## src/rtl/control_merge_dataless_if.sv

```systemverilog
// Handshake bundle for the dataless control merge: SIZE input tokens in,
// one merged token out plus the index of the input that supplied it.
interface control_merge_dataless_if #(
  parameter int SIZE        = 2,
  parameter int INDEX_WIDTH = 1
);
  logic [SIZE-1:0]        ins_valid;
  logic [SIZE-1:0]        ins_ready;
  logic                   outs_valid;
  logic                   outs_ready;
  logic [INDEX_WIDTH-1:0] index;
  logic                   index_valid;
  logic                   index_ready;

  modport slave (
    input  ins_valid,
    input  outs_ready,
    input  index_ready,
    output ins_ready,
    output outs_valid,
    output index,
    output index_valid
  );

  modport master (
    output ins_valid,
    output outs_ready,
    output index_ready,
    input  ins_ready,
    input  outs_valid,
    input  index,
    input  index_valid
  );
endinterface

```

## src/rtl/control_merge_dataless.sv

```systemverilog
// Dataless control merge: arbitrate SIZE token inputs into one slot buffer that
// eagerly forks to outs and index. Define CMERGE_ROUND_ROBIN_EN for round-robin.
module control_merge_dataless #(
  parameter int SIZE        = 2,
  parameter int INDEX_WIDTH = 1
) (
  input  logic                      clk,
  input  logic                      rst,
  control_merge_dataless_if.slave   bus
);

  logic                   w_any;
  logic [INDEX_WIDTH-1:0] w_grant_idx;
  logic                   w_in_hs;
  logic                   w_fork_valid;
  logic [INDEX_WIDTH-1:0] w_fork_idx;
  logic                   w_outs_hs;
  logic                   w_index_hs;
  logic                   w_complete;

  logic                   r_full;
  logic [INDEX_WIDTH-1:0] r_idx;
  logic                   r_sent_outs;
  logic                   r_sent_index;

  assign w_any = |bus.ins_valid;

`ifdef CMERGE_ROUND_ROBIN_EN
  logic [INDEX_WIDTH-1:0] r_last;

  // Scan backwards so the first valid input after r_last is the final winner.
  always_comb begin
    int j;
    j           = 0;
    w_grant_idx = '0;
    for (int k = SIZE - 1; k >= 0; k--) begin
      j = int'(r_last) + 1 + k;
      if (j >= SIZE) begin
        j = j - SIZE;
      end
      if (bus.ins_valid[j]) begin
        w_grant_idx = INDEX_WIDTH'(j);
      end
    end
  end

  always_ff @(posedge clk or negedge rst) begin
    if (!rst) begin
      r_last <= INDEX_WIDTH'(SIZE - 1);
    end else if (w_in_hs) begin
      r_last <= w_grant_idx;
    end
  end
`else
  always_comb begin
    w_grant_idx = '0;
    for (int k = SIZE - 1; k >= 0; k--) begin
      if (bus.ins_valid[k]) begin
        w_grant_idx = INDEX_WIDTH'(k);
      end
    end
  end
`endif

  genvar gi;
  generate
    for (gi = 0; gi < SIZE; gi++) begin : g_ready
      assign bus.ins_ready[gi] = w_any && !r_full && (w_grant_idx == INDEX_WIDTH'(gi));
    end
  endgenerate

  // The buffer is transparent while empty, so a token can fork in its arrival cycle.
  assign w_in_hs      = w_any && !r_full;
  assign w_fork_valid = r_full || w_any;
  assign w_fork_idx   = r_full ? r_idx : w_grant_idx;

  assign bus.outs_valid  = w_fork_valid && !r_sent_outs;
  assign bus.index_valid = w_fork_valid && !r_sent_index;
  assign bus.index       = w_fork_idx;

  assign w_outs_hs  = bus.outs_valid && bus.outs_ready;
  assign w_index_hs = bus.index_valid && bus.index_ready;
  assign w_complete = w_fork_valid
                      && (r_sent_outs || bus.outs_ready)
                      && (r_sent_index || bus.index_ready);

  always_ff @(posedge clk or negedge rst) begin
    if (!rst) begin
      r_full       <= 1'b0;
      r_idx        <= '0;
      r_sent_outs  <= 1'b0;
      r_sent_index <= 1'b0;
    end else begin
      if (w_in_hs && !w_complete) begin
        r_full <= 1'b1;
        r_idx  <= w_grant_idx;
      end else if (r_full && w_complete) begin
        r_full <= 1'b0;
      end

      if (w_fork_valid && !w_complete) begin
        r_sent_outs  <= r_sent_outs || w_outs_hs;
        r_sent_index <= r_sent_index || w_index_hs;
      end else begin
        r_sent_outs  <= 1'b0;
        r_sent_index <= 1'b0;
      end
    end
  end

endmodule

```

## src/flat_wrapper.sv

```systemverilog
// flat-port wrapper written by rule: the top's interface ports become plain ports
module control_merge_dataless_flat 
#(
  parameter int SIZE        = 2,
  parameter int INDEX_WIDTH = 1
)
  (clk, rst, bus_ins_valid, bus_outs_ready, bus_index_ready, bus_ins_ready, bus_outs_valid, bus_index, bus_index_valid);
  control_merge_dataless_if #(.SIZE(SIZE), .INDEX_WIDTH(INDEX_WIDTH)) bus_i ();
  input  logic clk;
  input  logic rst;
  input wire logic [$bits(bus_i.ins_valid)-1:0] bus_ins_valid;
  input wire logic [$bits(bus_i.outs_ready)-1:0] bus_outs_ready;
  input wire logic [$bits(bus_i.index_ready)-1:0] bus_index_ready;
  output wire logic [$bits(bus_i.ins_ready)-1:0] bus_ins_ready;
  output wire logic [$bits(bus_i.outs_valid)-1:0] bus_outs_valid;
  output wire logic [$bits(bus_i.index)-1:0] bus_index;
  output wire logic [$bits(bus_i.index_valid)-1:0] bus_index_valid;
  assign bus_i.ins_valid = bus_ins_valid;
  assign bus_i.outs_ready = bus_outs_ready;
  assign bus_i.index_ready = bus_index_ready;
  assign bus_ins_ready = bus_i.ins_ready;
  assign bus_outs_valid = bus_i.outs_valid;
  assign bus_index = bus_i.index;
  assign bus_index_valid = bus_i.index_valid;
  control_merge_dataless #(.SIZE(SIZE), .INDEX_WIDTH(INDEX_WIDTH)) u_core (.clk(clk), .rst(rst), .bus(bus_i));
endmodule
```

## config.mk

```make
export PLATFORM = sky130hd
export DESIGN_NAME = control_merge_dataless_flat
export DESIGN_NICKNAME = d
export VERILOG_FILES = /design/src/rtl/control_merge_dataless_if.sv /design/src/rtl/control_merge_dataless.sv /design/src/flat_wrapper.sv
export SDC_FILE = /design/constraint.sdc
export NUM_CORES = 1
export LEC_CHECK = 0
export CAP_MARGIN = 20
export CORE_AREA = 5 5 42 44
export DETAILED_ROUTE_END_ITERATION = 7
export DIE_AREA = 0 0 47 49
export DONT_BUFFER_PORTS = 1
export GPL_TIMING_DRIVEN = 0
export RECOVER_POWER = 25
export SYNTH_ARGS = -nofsm -noshare
export SYNTH_HDL_FRONTEND = slang
export SYNTH_SLANG_ARGS = --single-unit
```

## constraint.sdc

```tcl
create_clock -name clk -period 1 [get_ports clk]
set_input_delay 0 -clock clk [delete_from_list [all_inputs] [get_ports clk]]
set_output_delay 0 -clock clk [all_outputs]
set_load 0.02 [all_outputs]
```

After elaboration in Yosys (flattened, before gate mapping)

Index checks and enable logic that the tools add are counted.

Word-level logic and storage cells: 35
Register bits after elaboration: 4
Input bits: 6
Output and inout bits: 5

Bitwise gates (word level): 1
Reductions and logical operators: 23
Muxes and demuxes: 7

Operators by type and width:

| operator           | number |
|---|---|
| 1-bit logical AND  | 12 |
| 1-bit 2-to-1 mux   | 7 |
| 1-bit logical OR   | 5 |
| 1-bit logical NOT  | 4 |
| 2-bit nonzero test | 1 |
| 2-bit OR reduction | 1 |
| 1-bit inverter     | 1 |

Logic depth before layout (Yosys ltp)

Gate-level depths: netlist of run 1.

Depth after elaboration: 7
Gate-level depth with buffers: 3
Mapped depth without buffers: 3

Least setup slack after synthesis of run 1

Ideal clock, no wire load.

Path kind: register to output
Start point: register u_core.r_full
End point: output port bus_index
Path slack: -30 ps
Stages on the path, launching flop included: 3
Path buffers: 0
Data required time: 1000 ps
Arrival: 1030 ps
Cell sequence: dfrtp_1 > nor3b_2 > a21o_1

Word-level cells in the longest chain between the ends: 1

Ends and longest elaborated chain:

| item                   | RTL line                     | RTL |
|---|---|---|
| start, declared        | control_merge_dataless.sv:21 | `logic r_full;` |
| start signal, assigned | control_merge_dataless.sv:89 | `r_full <= 1'b0;` |
| start signal, assigned | control_merge_dataless.sv:95 | `r_full <= 1'b1;` |
| start signal, assigned | control_merge_dataless.sv:98 | `r_full <= 1'b0;` |
| 1-bit 2-to-1 mux       | control_merge_dataless.sv:75 | `assign w_fork_idx = r_full ? r_idx : w_grant_idx;` |
| end, declared          | flat_wrapper.sv:16           | `output wire logic [$bits(bus_i.index)-1:0] bus_index;` |

Every way passes these cells.

Final worst setup path of run 1

Same ends and word-level chain as after synthesis.

==> results of run 1 <==
-- worst max-delay path, cell delays in order, from the launching register on --
cell and delay [ns]:
dfrtp_2 0.42, nor3b_4 0.31, a21o_1 0.23
-- layout make-up --
class	count	area (um^2)	area share, %
sequential	4	101	27.7
tap	16	20.0	5.48
clock buffer	3	22.5	6.16
timing repair buffer	10	88.8	24.3
inverter	1	3.75	1.03
multi-input combinational	14	129	35.3
-- state kept, by name, summed over array words and instances (netlist names) --
name                 flops
u_core.r_full            1
u_core.r_idx             1
u_core.r_sent_index      1
u_core.r_sent_outs       1
-- cell usage in the layout, fill, tap and decap left out, drive strengths merged, types with 2 or more instances in the layout --
master / instances
dfrtp: 4
nor2: 4
buf: 6
clkbuf: 3
dlygate4sd3: 4
nor2b: 2
-- power groups by stage --
stage | Combinational, mW | Sequential, mW | Clock [mW]
final | 0.164 | 0.211 | 0.191
after global routing | 0.178 | 0.214 | 0.210
after CTS | 0.163 | 0.209 | 0.204
after floorplan | 0.0845 | 0.205 | 0
after detailed placement | 0.0963 | 0.210 | 0
after global placement | 0.0944 | 0.209 | 0
-- per-layer routing --
metal	wire, um	vias to the layer above
li1	-	94
met2	360	4
met3	53	0
met5	0	-
met1	158	91
met4	0	0
-- timing repair --
| action | 4_1_cts | 5_1_grt |
|---|---|---|
| pin swaps | 1 | 1 |
| buffers inserted | 6 | 0 |
| setup endpoints to repair | 9 | 8 |
| gates resized for setup | 8 | 1 |
| endpoints found under the hold margin | 7 | 0 |
| hold buffers | 4 | 0 |
-- worst paths after layout --
path,startpoint,slack [ns],endpoint
max in group asynchronous,rst,0.78,u_core.r_full
min in group asynchronous,rst,0.04,u_core.r_sent_outs
min,bus_outs_ready,0.02,u_core.r_full
min reg2reg,u_core.r_sent_outs,0.56,u_core.r_sent_index
max,u_core.r_full,-0.19,bus_index
max reg2reg,u_core.r_full,-0.13,u_core.r_sent_index
-- cells by family after synthesis --
family | after synthesis | share of synthesized area, %
and+or+nand+nor | 9 | 30.9
AOI/OAI and AO/OA | 5 | 17.9
DFF | 4 | 49.4
buffers and inverters | 1 | 1.85
==> impl_metrics.ini, run 1 <==
[timing]
slew_violations = 0
final_hold_viol_count = 0
setup_slack_ns = -0.188
final.hold.worst_slack_ns = 0.0161
timing.slew.headroom_pct = 79.1
post-route-min-period_ns = 1.19
finClkSkew_ns = 0.00137
final_worst_path_period_share_pct = 119
worst-slew-pin-transition_ns = 0.312
totalNegativeSetupSlack_ns = -0.685
unrepaired_setup_endpoints_after_global_routing = true
fmaxAchievable_mhz = 842
setup_viol = 7

[power_and_ir_drop]
powerDensity_nw_per_um2 = 1550
peakVddDrop_v = 0.000440
p_sw_share_pct = 29.3
share_seq_of_total_power_pct = 37.3
switchingPower_uw = 165
internal_power_uw = 400
leakage_nw = 0.166
pwr-share-clk_pct = 33.8
pwr-share-comb_pct = 28.9
total_power_uw = 565

[logic_synthesis]
synth_seq_cells = 4
synth_area_um2 = 203
synthArstFlopShare_pct = 100
synth.top_cells.by_area = dfrtp_1 (49%), nor2_1 (7.4%), nor2b_1 (6.2%)
synth_cell_type_count = 12
synth_edf_count = 0
synth_nets = 25
number_of_warning_messages_in_the_yosys_log = 0
synth-seq-area-share_pct = 49.4
syn_area_per_cell_um2 = 10.7
synth_cells = 19
ys_top_cells_by_count = dfrtp_1 (4), nor2_1 (4), nor2b_1 (2)
most_area_hungry_cell_type_in_the_yosys_netlist = dfrtp_1
synth-main-ff-cell = dfrtp_1
synthDominantCellAreaShare_pct = 49.4

[layout]
final.fill_count = 160
area_delta_synth_final_pct = 80.2
share_of_final_layout_standard_cells_stronger_than_drive_strength_1_pct = 53.1
fin_util_pct = 26.1
finalNonFillerCells = 48
nNetsFinal = 40
antenna-diode-count = 0
final_design_area_no_fill_um2 = 365

[critical_path]
path_max_fanout = 3
end_kind = output port
worst_r2r_path_depth = 5
startpoint_type = register
worst-endpoint-arrival_ns = 1.19
crit_required_ns = 1.00
path_class = register to output port

[global_route]
grt.overflow.total = 0
gr-usage-met1_pct = 5.36
gr-usage-met3_pct = 3.32
grt_util_all_layers_pct = 6.51
top_usage_layer = met2
grt.met2_usage_pct = 10.6
via_count_of_the_first_global_routing_pass = 247
antenna_found_initial = 0
grt_start_max_net_pins = 5
global_route_wire_length_before_repair_mm = 1.01

[cts]
clk_path_buf_depth = 2
cts_max_level = 1
cts-root-buf = clkbuf_4
tritoncts = yes
cts-buffers-inserted = 3
cts.sink_count = 4
cts.clk_slew.worst_paths_ns = 0.03
worst_skew_pair.late_latency_ns = 0.23

[die]
floorplan.die.width_um = 47
cell_rows = 14
die_y_um = 49
starting_density_pct = 14.5
ios = 11
core_region_area_um2 = 1400
design.die.area_um2 = 2300

[placement]
dpl-instance-area_um2 = 223
cell_count_after_placement = 35
place_hpwl_um = 392
gp_congestion = 0.544
buffer_ports.inserted = 0
pre_cts_setup_slack_ns = -0.144

[hold_path]
instance_count_along_the_most_critical_hold_path = 2
min_path_type = input pin to register

[routing]
first_pass_iters = 4
post_drt_via_cell_ratio = 3.94
drt_drc_violations_left = 0
initialDrtViolationCount = 9
count_of_antenna_violating_nets_left_after_detailed_routing = 0
via_count = 189
drt-total-wl_um = 572
routed_wire_length_per_instance_um = 11.9

[run_status]
run_status = finished, violations left
failed_checks = negative setup slack

[flow_run]
maxCapViolations = 0
No activity file was read; power rests on OpenSTA's default activity.
==> run 2, diff against run 1 <==
==> constraint.sdc (replaced) <==
create_clock -name clk -period 1.35 [get_ports clk]
set_input_delay 0 -clock clk [delete_from_list [all_inputs] [get_ports clk]]
set_output_delay 0 -clock clk [all_outputs]
set_load 0.02 [all_outputs]
==> run 2 against run 1 <==
  * The run now ends clean
  * Sequential power fell by 27%
  * Combinational power fell by 48%
  * Sequential share of layout area rose by 6.2 points
  * Largest power group unchanged
  * Highest routed layer unchanged
==> impl_metrics.ini, run 2 (synthesized netlist as in run 1, its figures left out) <==
[critical_path]
crit_path_top_delay_cell = dfrtp_1
startpoint_type = register
rr_startpoint = u_core.r_full
crit_family = flip-flops
timing.rr.end = u_core.r_idx
cp_cell_sequence = nor3b_2 > a21o_1
cp.buffers_inverters = 0
crit_required_ns = 1.35
end_kind = output port
timing.critical_path.slowest_cell_delay_ns = 0.42
worst_r2r_path_depth = 2
path_class = register to output port
path_max_fanout = 5
ff2ff_setup_slack_ns = 0.23
worst-endpoint-arrival_ns = 1.31

[timing]
final_worst_path_period_share_pct = 96.7
setup_slack_ns = 0.0440
worst-slew-pin-transition_ns = 0.478
finClkSkew_ns = 0.00145
final_hold_viol_count = 0
post-route-min-period_ns = 1.31
timing.slew.headroom_pct = 68.1
slew_violations = 0
unrepaired_setup_endpoints_after_global_routing = false
final.hold.worst_slack_ns = 0.0195
fmaxAchievable_mhz = 766
setup_viol = 0
totalNegativeSetupSlack_ns = 0

[routing]
via_count = 160
count_of_antenna_violating_nets_left_after_detailed_routing = 0
first_pass_iters = 2
routed.top_layer = met3
routed_wire_length_per_instance_um = 11.4
detail_route.wirelength.met1_um = 152
post_drt_via_cell_ratio = 3.72
initialDrtViolationCount = 4
met3RoutedLength_um = 56
met2WireLength_um = 281
drt_drc_violations_left = 0
drt-total-wl_um = 490

[placement]
dpl-instance-area_um2 = 223
cell_count_after_placement = 35
buffer_ports.inserted = 0
gp_congestion = 0.544
place_hpwl_um = 392
pre_cts_setup_slack_ns = 0.206

[global_route]
global_route_wire_length_before_repair_um = 786
via_count_of_the_first_global_routing_pass = 192
antenna_found_initial = 0
grt.overflow.total = 0
grt_util_all_layers_pct = 5.30
grt_start_max_net_pins = 6

[power_and_ir_drop]
powerDensity_nw_per_um2 = 1290
total_power_uw = 381
leakage_nw = 0.126
share_seq_of_total_power_pct = 40.4
pwr-share-clk_pct = 37.1
pwr-share-comb_pct = 22.5
switchingPower_uw = 111
p_sw_share_pct = 29.1
internal_power_uw = 270
peakVddDrop_v = 0.000311

[cts]
cts.clk_slew.worst_paths_ns = 0.03
cts_max_level = 1
tritoncts = yes
clk_path_buf_depth = 2
worst_skew_pair.late_latency_ns = 0.23
cts.sink_count = 4
cts-buffers-inserted = 3
cts_repair_resize_count = 0
cts-root-buf = clkbuf_4

[hold_path]
hold-path-endpoint = u_core.r_full
startpoint_of_the_most_critical_hold_path = bus_outs_ready
min_path_type = input pin to register
instance_count_along_the_most_critical_hold_path = 2

[die]
ios = 11
core_region_area_um2 = 1400
design.die.area_um2 = 2300
cell_rows = 14
starting_density_pct = 14.5
floorplan.die.width_um = 47
die_y_um = 49

[layout]
fin_util_pct = 21.1
final.fill_count = 160
area_delta_synth_final_pct = 45.7
layout_common_cells = dlygate4sd3_1 (5), nor2_1 (4), dfrtp_1 (4)
mostFrequentLayoutCell = dlygate4sd3_1
nNetsFinal = 35
antenna-diode-count = 0
finalNonFillerCells = 43
final_design_area_no_fill_um2 = 295
share_of_final_layout_standard_cells_stronger_than_drive_strength_1_pct = 25.9

[flow_run]
maxCapViolations = 0

[run_status]
run_status = complete, no violations
[run 2: worst reg2reg max path: stages (launching register included)]
cell and delay (ns):
dfrtp_1 0.42, nor2b_1 0.42, a21oi_1 0.14
[run 2: what timing repair did]
action | 4_1_cts | 5_1_grt
hold endpoints to repair | 8 | 0
hold buffers | 5 | 0
setup buffers | 0 | 0
[run 2: layer usage]
metal / vias to the layer above / global-route usage, %
met2: 4 / 7.24
met4: 0 / 5.53
met3: 0 / 3.32
met5: - / 0
li1: 83 / -
met1: 73 / 4.90
[run 2: area by class of cell]
type	count	area, um^2	share of cell area (%)
Clock buffer	3	22.5	7.63
Inverter	1	3.75	1.27
Multi-Input combinational cell	14	98.8	33.5
Sequential cell	4	100	33.9
Tap cell	16	20.0	6.78
Timing Repair Buffer	5	50.0	16.9
[run 2: power by group through the flow]
stage                     Clock (mW)  Combinational (mW)  Sequential (mW)
after floorplan                    0              0.0626            0.152
after global placement             0              0.0700            0.155
after detailed placement           0              0.0714            0.155
after CTS                      0.151              0.0872            0.154
after global routing           0.155              0.0939            0.156
final                          0.141              0.0856            0.154
[run 2: worst max path at each step]
| stage | startpoint | to | slack, ns | cells past startpoint |
|---|---|---|---|---|
| 2_1_floorplan | u_core.r_full | bus_index | 0.32 | 2 |
| 3_3_place_gp | u_core.r_full | u_core.r_idx | 0.23 | 2 |
| 3_5_place_dp | u_core.r_full | u_core.r_idx | 0.21 | 2 |
| 4_1_cts | u_core.r_full | bus_index | 0.02 | 2 |
| 5_1_grt | u_core.r_full | bus_index | 0.002 | 2 |
| 6_report | u_core.r_full | bus_index | 0.04 | 2 |
